==> config.mk <==
export PLATFORM = sky130hd
export DESIGN_NAME = voice_scheduler
export DESIGN_NICKNAME = d
export VERILOG_FILES = /design/src/rtl/voice_scheduler.sv
export SDC_FILE = /design/constraint.sdc
export NUM_CORES = 1
export LEC_CHECK = 0
export CELL_PAD_IN_SITES_DETAIL_PLACEMENT = 1
export CELL_PAD_IN_SITES_GLOBAL_PLACEMENT = 1
export CORE_MARGIN = 4
export CORE_UTILIZATION = 37
export DETAILED_ROUTE_END_ITERATION = 8
export GPL_TIMING_DRIVEN = 0
export PLACE_DENSITY = 0.7
export SLEW_MARGIN = 20
export SYNTH_ARGS = -nofsm -noshare
export SYNTH_HDL_FRONTEND = slang
export SYNTH_SLANG_ARGS = --single-unit
==> constraint.sdc <==
create_clock -name clk -period 10 [get_ports clk]
set_input_delay 1 -clock clk [delete_from_list [all_inputs] [get_ports clk]]
set_output_delay 1 -clock clk [all_outputs]
set_load 0.05 [all_outputs]
==> src/rtl/voice_scheduler.sv <==
// Shares one voice datapath across all active voices per sample tick; sample_valid lands tick+3+A+L clks later.
// Requests hold until req_ready, capped at MAX_OUTSTANDING in flight; ticks arriving while busy are counted, not queued.
module voice_scheduler #(
  parameter int N_VOICES        = 8,
  parameter int SAMPLE_W        = 24,
  parameter int MAX_OUTSTANDING = 4
) (
  input  logic                        clk,
  input  logic                        rstn,
  input  logic                        sample_tick,
  input  logic [N_VOICES-1:0]         voice_active,
  input  logic [31:0]                 master_volume,
  output logic                        req_valid,
  output logic [$clog2(N_VOICES)-1:0] req_idx,
  input  logic                        req_ready,
  input  logic                        rsp_valid,
  input  logic [SAMPLE_W-1:0]         rsp_data,
  output logic [SAMPLE_W-1:0]         sample_out,
  output logic                        sample_valid,
  output logic                        busy,
  output logic [7:0]                  overrun_cnt
);

  localparam int IDX_W  = $clog2(N_VOICES);
  localparam int ACC_W  = SAMPLE_W + IDX_W + 1;
  localparam int PROD_W = ACC_W + 17;
  localparam int OUT_W  = $clog2(MAX_OUTSTANDING + 1);

  typedef enum logic [2:0] {IDLE, ISSUE, DRAIN, SCALE, OUTPUT} state_t;
  state_t state_q, state_d;

  logic [N_VOICES-1:0]      mask_q, issued_q, pending, idx_bit;
  logic [15:0]              vol_q;
  logic signed [ACC_W-1:0]  acc_q;
  logic [OUT_W-1:0]         outst_q;
  logic                     hs, rsp_take, frame_start;
  logic signed [PROD_W-1:0] prod, prod_sh;
  logic [PROD_W-SAMPLE_W:0] prod_top;
  logic [SAMPLE_W-1:0]      sat;
  logic                     unused_vol_hi;

  assign unused_vol_hi = ^master_volume[31:16];
  assign pending       = mask_q & ~issued_q;
  assign idx_bit       = N_VOICES'(1) << req_idx;
  assign frame_start   = (state_q == IDLE) && sample_tick;
  assign busy          = (state_q != IDLE);
  assign req_valid     = (state_q == ISSUE) && (pending != '0) &&
                         (outst_q < OUT_W'(MAX_OUTSTANDING));
  assign hs            = req_valid && req_ready;
  // Responses with nothing in flight are stray and must not touch the mix.
  assign rsp_take      = rsp_valid && (outst_q != '0);

  always_comb begin
    req_idx = '0;
    for (int i = N_VOICES - 1; i >= 0; i--) begin
      if (pending[i]) req_idx = IDX_W'(i);
    end
  end

  assign prod     = PROD_W'(acc_q) * PROD_W'($signed({1'b0, vol_q}));
  assign prod_sh  = prod >>> 16;
  assign prod_top = prod_sh[PROD_W-1:SAMPLE_W-1];

  always_comb begin
    sat = prod_sh[SAMPLE_W-1:0];
    if (prod_top != '0 && prod_top != '1) begin
      sat = prod_sh[PROD_W-1] ? {1'b1, {(SAMPLE_W-1){1'b0}}} : {1'b0, {(SAMPLE_W-1){1'b1}}};
    end
  end

  always_comb begin
    state_d = state_q;
    case (state_q)
      IDLE:   if (sample_tick) state_d = ISSUE;
      ISSUE: begin
        if (pending == '0) state_d = SCALE;
        else if (hs && ((pending & ~idx_bit) == '0)) state_d = DRAIN;
      end
      DRAIN:  if (outst_q == '0) state_d = SCALE;
      SCALE:  state_d = OUTPUT;
      OUTPUT: state_d = IDLE;
      default: state_d = IDLE;
    endcase
  end

  always_ff @(posedge clk or negedge rstn) begin
    if (!rstn) state_q <= IDLE;
    else       state_q <= state_d;
  end

  always_ff @(posedge clk or negedge rstn) begin
    if (!rstn) begin
      mask_q       <= '0;
      issued_q     <= '0;
      vol_q        <= '0;
      acc_q        <= '0;
      outst_q      <= '0;
      sample_out   <= '0;
      sample_valid <= 1'b0;
      overrun_cnt  <= '0;
    end else begin
      sample_valid <= (state_q == SCALE);
      if (state_q == SCALE) sample_out <= sat;
      if (sample_tick && busy && overrun_cnt != 8'hFF) overrun_cnt <= overrun_cnt + 8'd1;
      if (frame_start) begin
        mask_q   <= voice_active;
        vol_q    <= master_volume[15:0];
        issued_q <= '0;
        acc_q    <= '0;
        outst_q  <= '0;
      end else begin
        if (hs) issued_q <= issued_q | idx_bit;
        if (rsp_take) acc_q <= acc_q + ACC_W'($signed(rsp_data));
        case ({hs, rsp_take})
          2'b10:   outst_q <= outst_q + OUT_W'(1);
          2'b01:   outst_q <= outst_q - OUT_W'(1);
          default: outst_q <= outst_q;
        endcase
      end
    end
  end

endmodule

==> impl_metrics.json <==
{
  "synthXorXnorAreaFrac_pct": 2.55,
  "start_kind": "register",
  "synth_area_leader_cell": "fa_1",
  "rsz0062_at_grt": "false",
  "maxCapViolations": 0,
  "yosysTopAreaCellShare_pct": 40.2,
  "cts_setup_buffers": 0,
  "synth_top_family_by_area": "adder cells",
  "die_area_sq_mm": 0.0623,
  "grt_pass1_wl_mm": 108,
  "critPathCaptureType": "register",
  "netlist_area_sq_mm": 0.0216,
  "avgSynthCellArea_sq_um": 8.85,
  "htree_levels": 3,
  "final_common_cell": "inv_1",
  "synth_simple_gate_area_share_pct": 16.2,
  "ys.flop_type": "dfrtp_1",
  "wl_per_cell_um": 20.3,
  "finalHoldViolations": 0,
  "synthToLayoutAreaGrowth_pct": 10.3,
  "drt-initial-drc-count": 696,
  "ys_types": 73,
  "clock_skew_ns": 0.0214,
  "fin_nets": 3179,
  "rr_worst_depth": 25,
  "final_max_slew_viol_count": 0,
  "async_flop_share_pct": 100,
  "layout_common_cells": "inv_1, fa_1, nand2_1",
  "path_class": "reg2reg",
  "synth_seq_area_share_pct": 11.5,
  "tns_ns": 0,
  "fp.coreArea_sq_mm": 0.0577,
  "ys_top_cells_by_area": "fa_1, dfrtp_1, inv_1",
  "synth-edff-count": 0,
  "drc": 0,
  "cts_buffer_depth": 2,
  "synth_cells": 2440,
  "detail-route-antenna-nets": 0,
  "gr-total-overflow": 0,
  "cts_buffers": 9,
  "postSynthNetCount": 3077,
  "vias": 16946,
  "synth-seq-cells": 99,
  "synthAdderAreaFrac_pct": 48.0,
  "setup_viol": 0,
  "cts_root_buf": "clkbuf_16",
  "ff2ff_setup_slack_ns": 1.16,
  "clk_latency_ns": 0.40,
  "cts_sinks": 99,
  "port_buffers": 90,
  "cts_hold_buf": 0,
  "grt_max_degree": 75,
  "routed_wl_mm": 67.5,
  "fin_crit_sh_pct": 88.4,
  "holdCritPathClass": "in2async",
  "critical_path_required_ns": 10.28,
  "hpwl_mm": 57.2,
  "path_clk_slew_ns": 0.10,
  "status": "finished clean",
  "timing.fmax_mhz": 113,
  "io_pins": 107,
  "cp_max_fo": 10,
  "start_util_pct": 37.4,
  "cts_resized": 0,
  "synth.area.mux_share_pct": 1.53,
  "min_period_ns": 8.84,
  "max_slew.worst_pin.slew_ns": 1.07,
  "synth_compound_area_share_pct": 8.49,
  "cts_tree": "done",
  "die_y_um": 250,
  "drtPass1Iterations": 6,
  "yosysWarnings": 0,
  "drive_gt1_share_pct": 4.04,
  "grt_pass1_vias": 19788,
  "grtUsageTotal_pct": 22.4,
  "place.gp.congestion": 0.925,
  "antenna_found_initial": 0,
  "maxSlewHeadroom_pct": 28.5,
  "num_rows": 88,
  "via_per_inst": 5.10,
  "die_width_um": 250,
  "arrival_ns": 9.11
}
kinds of logic (layout without fill, tap and decap cells):
logic type | after synthesis | in the layout
AOI/OAI and AO/OA | 278 | 278
xor gates and xnor gates | 62 | 62
adders and majority gates | 569 | 569
buffers and inverters | 664 | 771
DFF | 99 | 99
muxes | 30 | 30
other | 0 | 8
and+or+nand+nor | 738 | 738
area by class of cell:
cell class                      count  area (sq um)
Clock buffer                        9           225
Timing Repair Buffer               91           930
Multi-Input combinational cell   1677         16600
Buffer                            103           423
Fill cell                        6823         33900
Tap cell                          765           957
Inverter                          561          2110
Antenna cell                        8          20.0
Clock inverter                      7          88.8
Sequential cell                    99          2480
through the flow:
stage,util (%),setup WS (ns),instance area [sq um],hold slack (ns),instances
after floorplan,-,3.19,21600,0.454,2440
after global placement,40.6,1.37,23400,0.470,3295
after detailed placement,40.7,1.32,23500,0.478,3296
after CTS,41.2,1.26,23800,0.442,3312
after global routing,41.2,0.858,23800,0.462,3312
final,41.3,1.16,23800,0.454,3320
sequential cells by signal, indices dropped and copies added (netlist names):
name and count:
sample_valid 1, overrun_cnt 8, outst_q 3, vol_q 16, sample_out 24, state_q 3, mask_q 8, issued_q 8
acc_q 28
synth_stat cells (21+ instances only):
| master | count |
|---|---|
| xnor2_1 | 44 |
| a21oi_1 | 93 |
| clkbuf_1 | 88 |
| and2_1 | 183 |
| ha_1 | 135 |
| a21oi_2 | 23 |
| inv_1 | 561 |
| nand3_1 | 21 |
| nand2_1 | 386 |
| o21ai_0 | 38 |
| fa_1 | 433 |
| nand2b_1 | 21 |
| nor2_1 | 57 |
| dfrtp_1 | 99 |
| mux2_2 | 24 |
final timing paths:
path	from	endpoint
max	vol_q[3]	sample_out[4]
min	rstn	sample_out[17]
max reg2reg	vol_q[3]	sample_out[4]
min reg2reg	sample_out[3]	sample_out[3]
max in group asynchronous	rstn	overrun_cnt[5]
min in group clk	sample_out[3]	sample_out[3]
worst max-delay path: stages, from the launching register on:
cell,delay (ns)
dfrtp_1,0.36
clkbuf_1,0.77
clkbuf_1,0.79
nand2_1,0.18
fa_1,0.56
fa_1,0.53
fa_1,0.52
inv_1,0.06
fa_1,0.52
fa_1,0.53
inv_1,0.05
fa_1,0.47
inv_1,0.04
ha_1,0.26
buf_2,0.17
a21oi_2,0.24
o211ai_1,0.17
a211oi_1,0.53
nand3_1,0.16
o21ai_2,0.35
o311ai_1,0.16
o21ai_0,0.16
xnor2_2,0.28
o21ai_2,0.45
buf_4,0.30
o21ai_2,0.08
metal layers:
metal | vias up | track usage [%] | wire (um) | part of all wire, %
met1 | 8846 | 26.5 | 27000 | 40
met2 | 376 | 40.3 | 34500 | 51
met4 | 0 | 11.5 | 3850 | 5.7
li1 | 7573 | - | - | -
met5 | - | 0 | 0 | 0
met3 | 151 | 2.34 | 2230 | 3.3
Power is not shown: default switching activity piles up to over one toggle a cycle in this logic, so the estimate is an artifact.
